==> config.mk <==
export PLATFORM = sky130hd
export DESIGN_NAME = stack_pop_sequencer_flat
export DESIGN_NICKNAME = d
export VERILOG_FILES = /design/src/rtl/stack_pop_sequencer_if.sv /design/src/rtl/stack_pop_sequencer.sv /design/src/flat_wrapper.sv
export SDC_FILE = /design/constraint.sdc
export NUM_CORES = 1
export LEC_CHECK = 0
export BUFFER_PORTS_ARGS = -buffer_cell sky130_fd_sc_hd__buf_4
export CORE_UTILIZATION = 25
export DETAILED_ROUTE_END_ITERATION = 8
export PLACE_DENSITY = 0.51
export SYNTH_ARGS = -nofsm -noshare
export SYNTH_HDL_FRONTEND = slang
export SYNTH_SLANG_ARGS = --single-unit
==> constraint.sdc <==
create_clock -name clk -period 1.7 [get_ports clk]
set_input_delay 0.085 -clock clk [delete_from_list [all_inputs] [get_ports clk]]
set_output_delay 0.085 -clock clk [all_outputs]
set_load 0.03 [all_outputs]
==> src/rtl/stack_pop_sequencer_if.sv <==
// Stack read port shared between the pop sequencer (master) and the data memory (slave).
interface stack_pop_sequencer_if #(
    parameter int ADDR_W = 11,
    parameter int DATA_W = 16
);
    logic              mem_rd;
    logic [ADDR_W-1:0] mem_addr;
    logic [DATA_W-1:0] mem_rdata;
    logic              mem_ack;

    modport master (
        output mem_rd,
        output mem_addr,
        input  mem_rdata,
        input  mem_ack
    );

    modport slave (
        input  mem_rd,
        input  mem_addr,
        output mem_rdata,
        output mem_ack
    );
endinterface

==> src/rtl/stack_pop_sequencer.sv <==
// RET/RTI pop sequencer: pops flags (RTI only) and the PC from the data stack, then commits PC, flags and SP together.
// Optional macro STACK_POP_BOUND_CHECK_EN aborts with a stack_fault pulse when a pop would read above STACK_TOP.
module stack_pop_sequencer #(
    parameter int DATA_W    = 16,
    parameter int PC_W      = 32,
    parameter int FLAG_W    = 4,
    parameter int ADDR_W    = 11,
    parameter int STACK_TOP = 2047
) (
    input  logic                 clk,
    input  logic                 rst,
    input  logic                 start,
    input  logic                 is_rti,
    input  logic [ADDR_W-1:0]    sp_in,
    stack_pop_sequencer_if.master mem,
    output logic                 stall,
    output logic                 busy,
    output logic [PC_W-1:0]      pc_out,
    output logic                 pc_load,
    output logic [FLAG_W-1:0]    flags_out,
    output logic                 flags_load,
    output logic [ADDR_W-1:0]    sp_out,
    output logic                 sp_load,
    output logic                 stack_fault
);

`ifdef STACK_POP_BOUND_CHECK_EN
    localparam bit BOUND_CHECK = 1'b1;
`else
    localparam bit BOUND_CHECK = 1'b0;
`endif

    localparam logic [ADDR_W:0] TOP_LIMIT = STACK_TOP[ADDR_W:0];

    typedef enum logic [2:0] {
        IDLE,
        POP_FLAGS,
        POP_PC_HI,
        POP_PC_LO,
        COMMIT
    } state_t;

    state_t            state;
    state_t            next_state;
    logic [ADDR_W-1:0] sp_reg;
    logic [PC_W-1:0]   pc_reg;
    logic [FLAG_W-1:0] flags_reg;
    logic              rti_reg;
    logic              busy_reg;
    logic [ADDR_W:0]   pop_addr;
    logic              pop_state;
    logic              over_top;
    logic              take;

    // One extra bit keeps the bound check from wrapping; the read address itself wraps.
    assign pop_addr  = {1'b0, sp_reg} + {{ADDR_W{1'b0}}, 1'b1};
    assign pop_state = (state == POP_FLAGS) || (state == POP_PC_HI) || (state == POP_PC_LO);
    assign over_top  = BOUND_CHECK && (pop_addr > TOP_LIMIT);
    assign take      = pop_state && !over_top && mem.mem_ack;

    always_ff @(posedge clk or negedge rst) begin
        if (!rst) begin
            state    <= IDLE;
            busy_reg <= 1'b0;
        end else begin
            state    <= next_state;
            busy_reg <= (next_state != IDLE);
        end
    end

    always_comb begin
        next_state   = state;
        mem.mem_rd   = 1'b0;
        mem.mem_addr = '0;
        pc_load      = 1'b0;
        sp_load      = 1'b0;
        flags_load   = 1'b0;
        stack_fault  = 1'b0;
        if (pop_state) begin
            mem.mem_addr = pop_addr[ADDR_W-1:0];
            if (over_top) begin
                stack_fault = 1'b1;
                next_state  = IDLE;
            end else begin
                mem.mem_rd = 1'b1;
            end
        end
        case (state)
            IDLE: begin
                if (start) begin
                    next_state = is_rti ? POP_FLAGS : POP_PC_HI;
                end
            end
            POP_FLAGS: if (take) next_state = POP_PC_HI;
            POP_PC_HI: if (take) next_state = POP_PC_LO;
            POP_PC_LO: if (take) next_state = COMMIT;
            COMMIT: begin
                pc_load    = 1'b1;
                sp_load    = 1'b1;
                flags_load = rti_reg;
                next_state = IDLE;
            end
            default: next_state = IDLE;
        endcase
    end

    // Context is latched only from IDLE, so a start while busy cannot disturb a sequence.
    always_ff @(posedge clk or negedge rst) begin
        if (!rst) begin
            sp_reg    <= '0;
            pc_reg    <= '0;
            flags_reg <= '0;
            rti_reg   <= 1'b0;
        end else begin
            if (state == IDLE && start) begin
                sp_reg  <= sp_in;
                rti_reg <= is_rti;
            end
            if (take) begin
                sp_reg <= pop_addr[ADDR_W-1:0];
                case (state)
                    POP_FLAGS: flags_reg              <= mem.mem_rdata[FLAG_W-1:0];
                    POP_PC_HI: pc_reg[PC_W-1:DATA_W] <= mem.mem_rdata;
                    POP_PC_LO: pc_reg[DATA_W-1:0]    <= mem.mem_rdata;
                    default: ;
                endcase
            end
        end
    end

    assign stall     = busy_reg;
    assign busy      = busy_reg;
    assign pc_out    = pc_reg;
    assign flags_out = flags_reg;
    assign sp_out    = sp_reg;

endmodule

==> src/flat_wrapper.sv <==
// flat-port wrapper written by rule: the top's interface ports become plain ports
module stack_pop_sequencer_flat 
#(
    parameter int DATA_W    = 16,
    parameter int PC_W      = 32,
    parameter int FLAG_W    = 4,
    parameter int ADDR_W    = 11,
    parameter int STACK_TOP = 2047
)
  (clk, rst, start, is_rti, sp_in, stall, busy, pc_out, pc_load, flags_out, flags_load, sp_out, sp_load, stack_fault, mem_mem_rd, mem_mem_addr, mem_mem_rdata, mem_mem_ack);
  stack_pop_sequencer_if #(.ADDR_W(ADDR_W), .DATA_W(DATA_W)) mem_i ();
  input  logic clk;
  input  logic rst;
  input  logic start;
  input  logic is_rti;
  input  logic [ADDR_W-1:0] sp_in;
  output logic stall;
  output logic busy;
  output logic [PC_W-1:0] pc_out;
  output logic pc_load;
  output logic [FLAG_W-1:0] flags_out;
  output logic flags_load;
  output logic [ADDR_W-1:0] sp_out;
  output logic sp_load;
  output logic stack_fault;
  output wire logic [$bits(mem_i.mem_rd)-1:0] mem_mem_rd;
  output wire logic [$bits(mem_i.mem_addr)-1:0] mem_mem_addr;
  input wire logic [$bits(mem_i.mem_rdata)-1:0] mem_mem_rdata;
  input wire logic [$bits(mem_i.mem_ack)-1:0] mem_mem_ack;
  assign mem_mem_rd = mem_i.mem_rd;
  assign mem_mem_addr = mem_i.mem_addr;
  assign mem_i.mem_rdata = mem_mem_rdata;
  assign mem_i.mem_ack = mem_mem_ack;
  stack_pop_sequencer #(.DATA_W(DATA_W), .PC_W(PC_W), .FLAG_W(FLAG_W), .ADDR_W(ADDR_W), .STACK_TOP(STACK_TOP)) u_core (.clk(clk), .rst(rst), .start(start), .is_rti(is_rti), .sp_in(sp_in), .mem(mem_i), .stall(stall), .busy(busy), .pc_out(pc_out), .pc_load(pc_load), .flags_out(flags_out), .flags_load(flags_load), .sp_out(sp_out), .sp_load(sp_load), .stack_fault(stack_fault));
endmodule
==> results by group <==
STA
  – Slew @ Worst Pin: 701 ps
  – Final worst setup slack: -194 ps
  – Fin Hold WS: around 15 ps
  – Slew Limit Fails: 0
  – Final setup skew: 3.22 ps
  – Fmax: about 530 MHz
  – Tcrit/Tclk final: 111%
  – Final setup violation count: 5
  – Tmin final: 1890 ps
  – Fin. Hold Viols: 0
  – Relative slew slack: 53.2%
  – RSZ-0062 raised after global routing: yes

Logic synthesis
  – Synthesized flop and latch total: 52
  – Most instantiated cells after synthesis: 52 x dfrtp_1, 36 x mux2_2, 21 x nor2_1, 17 x nand2_1, 8 x a21oi_1
  – Post-synthesis mux area share: 16.5%
  – Share of the synthesized area in the top cell type: between 50% and 60%
  – Synth Cell Area: 2520 µm²
  – Mapped Nets: between 200 and 250
  – Compound-Gate Fraction of Synth Area: 8.40%
  – Synth Area per Inst: 11.6 µm²
  – Post-synth top area cell: dfrtp_1
  – FFs w/ async S/R, synth: between 90% and 100%
  – Count leader, synth: dfrtp_1
  – Simple-Gate Fraction of Synth Area: 15.3%
  – Adder-cell share of the synthesized area: 0.497%
  – Number of flops mapped to enable cells by yosys: 0
  – Post-Synth XOR/XNOR Area: 2.78%
  – Synth Warn #: 0
  – Largest family of logic cells by synthesized area: multiplexers
  – Area contributors post-synth: dfrtp_1 52%, mux2_2 16%, nor2_1 3.1%
  – Main synth FF type: dfrtp_1
  – Count of cell types in the netlist: 47
  – Seq/Total Area, Yosys: approximately 52%
  – Gate Count Post-Synth: 216

Drt
  – Routed wire length: 6870 µm
  – Antenna Nets Post-Route: 0
  – Routed vias: 2,137
  – Initial DRC count: 61
  – Vias per cell: 4.38
  – DRC errors left: 0
  – Total iterations of the first detailed-routing run: 4
  – Wirelength per Cell: roughly 14 µm

Floorplanning
  – Initial core utilization: about a quarter
  – Total core area: 9770 µm²
  – Chip Height: 102 µm
  – Cell Rows: 36
  – Die area: 10,500 µm²
  – Die X: between 100 and 150 µm
  – I/O pins: 97

GRT
  – Vias in the first global route: 2,161
  – GRT Overall Usage: a little over an eighth
  – First-pass GRT wire length: 10,700 µm
  – Overflow after GRT: 0
  – Antenna violations before repair: 0
  – Largest net degree at the start of global routing: 53

Placed design
  – Place WS: 64.9 ps
  – Placer Congestion: between 0.7 and 0.8
  – Post-DP Area: ~3500 µm²
  – DP HPWL: 4770 µm
  – Port bufs: 95

Finish
  – Flip-flop count of the largest register after layout: 32
  – Nets: 387
  – Filler Cell Count: 980
  – Fraction of layout cells with a size suffix above 1: approximately three fifths
  – Area grow syn2layout: 56.9%
  – Footprint of the multi-input gates: between 1000 and 1500 µm²
  – Fin area: 3950 µm²
  – Number of diodes: 0
  – Sequential standard cell area: roughly 1300 µm²

Clocking
  – CTS tree: yes
  – Root Buffer Master: clkbuf_8
  – H-tree lvl count: 2
  – Sinks on Clock Net: 52
  – Skew-Pair Late Insertion Delay: 310 ps
  – CTS buffer count: 5
  – Worst-case clock buffer depth: 2
  – Clk slew on worst S/H paths: 100 ps

Run status
  – Run status: finished with violations
  – Failing checks: negative setup slack

Pwr
  – Worst VDD drop: about 0.0011 V
  – Lkg Pwr: 1.80 nW
  – Pwr dens: 2180 nW/µm²
  – Final Total Pwr: 0.00860 W

Flow run
  – Max-Cap Viols: 0

Worst hold path
  – HP Start: sp_in[7]
  – Min-delay worst type: in -> reg
  – Worst Hold End: u_core.sp_out[7]
  – Hold path cells: 3

Critical path
  – Crit. End Element: output port
  – R2R depth: 7
  – Setup CP Type: reg -> out
  – Reg2Reg Capture Point: u_core.sp_out[10]
  – Crit path DAT: 1810 ps
  – Crit Reg-Reg Startpoint: u_core.sp_out[1]
  – CP startpoint kind: flop
  – R2R Setup Slk: 40 ps
  – CP Max Fanout: 4
  – Worst endpoint required time: 1620 ps
## layer usage
| metal | track usage, % | vias up | share of wire [%] |
|---|---|---|---|
| met5 | 0 | - | 0 |
| met4 | 2.20 | 0 | 0.26 |
| met3 | 4.45 | 4 | 7.3 |
| met2 | 22.0 | 80 | 48 |
| met1 | 17.0 | 1026 | 45 |
| li1 | - | 1027 | - |
## kinds of logic (layout without fill, tap and decap cells)
kind of cell	count (synthesis)	after routing
other	1	1
XOR/XNOR	8	8
multiplexers	37	37
AO/OA/AOI/OAI	28	28
flip-flops	52	52
AND/OR/NAND/NOR	69	69
buffers and inverters	20	159
adder cells (fa/ha/maj)	1	1
## final cells by class
| cell class | count | share of cell area (%) |
|---|---|---|
| clock buffers | 5 | 1.74 |
| clock inverters | 3 | 0.571 |
| inverters | 6 | 0.571 |
| multi-input cells | 144 | 30.1 |
| flip-flops and latches | 52 | 33.2 |
| well taps | 133 | 4.22 |
| repair buffers | 145 | 29.6 |
## worst max-delay path: stages (launching register included)
cell	delay [ps]
dfrtp_2	410
ha_4	170
and3_4	200
nand3_4	80
or3_4	380
a21oi_4	130
buf_6	140
## power by group
part	total (W)	internal [W]	leakage, nW	switching [W]
Clock	0.000741	0.000296	0.0485	0.000445
Sequential	0.00229	0.00186	0.609	0.000422
Combinational	0.00557	0.00243	1.14	0.00314
Total	0.00860	0.00459	1.80	0.00401
## worst max-delay path by stage
stage | endpoint | cells after the start | startpoint
after detailed placement | mem_mem_addr[10] | 6 | u_core.sp_out[0]
after global routing | mem_mem_addr[10] | 6 | u_core.sp_out[1]
final | mem_mem_addr[10] | 6 | u_core.sp_out[1]
after CTS | mem_mem_addr[10] | 6 | u_core.sp_out[1]
after global placement | u_core.sp_out[7] | 6 | u_core.state[2]
after floorplan | mem_mem_addr[10] | 5 | u_core.sp_out[0]
## cell usage in the layout (no fill, tap or decap), types with 3 or more instances in the layout
cell and count:
a21oi_1 7, a221o_1 3, and2_1 3, buf_4 121
buf_6 7, clkbuf_8 5, dfrtp_1 44, dfrtp_2 8
dlygate4sd3_1 16, inv_1 6, mux2_2 36, nand2_1 16
nand3_1 3, nand4_1 3, nor2_1 17, nor2_2 4
xnor2_1 4, xor2_1 3
## through the flow
stage | TNS [ps] | utilization [%] | cells
global placement | 0 | 36.0 | 450
detailed placement | 0 | 36.0 | 450
CTS | -747 | 39.1 | 477
finish | -433 | 40.4 | 488
floorplan | -42.3 | - | 216
global route | -1110 | 40.4 | 488
## what timing repair did
item	in CTS	in global routing
pin swaps	6	6
hold buffers	11	5
buffers inserted	8	7
gates resized for setup	11	11
setup endpoints to repair	8	13
endpoints found under the hold margin	66	7
No activity file was read; power rests on OpenSTA's default activity.
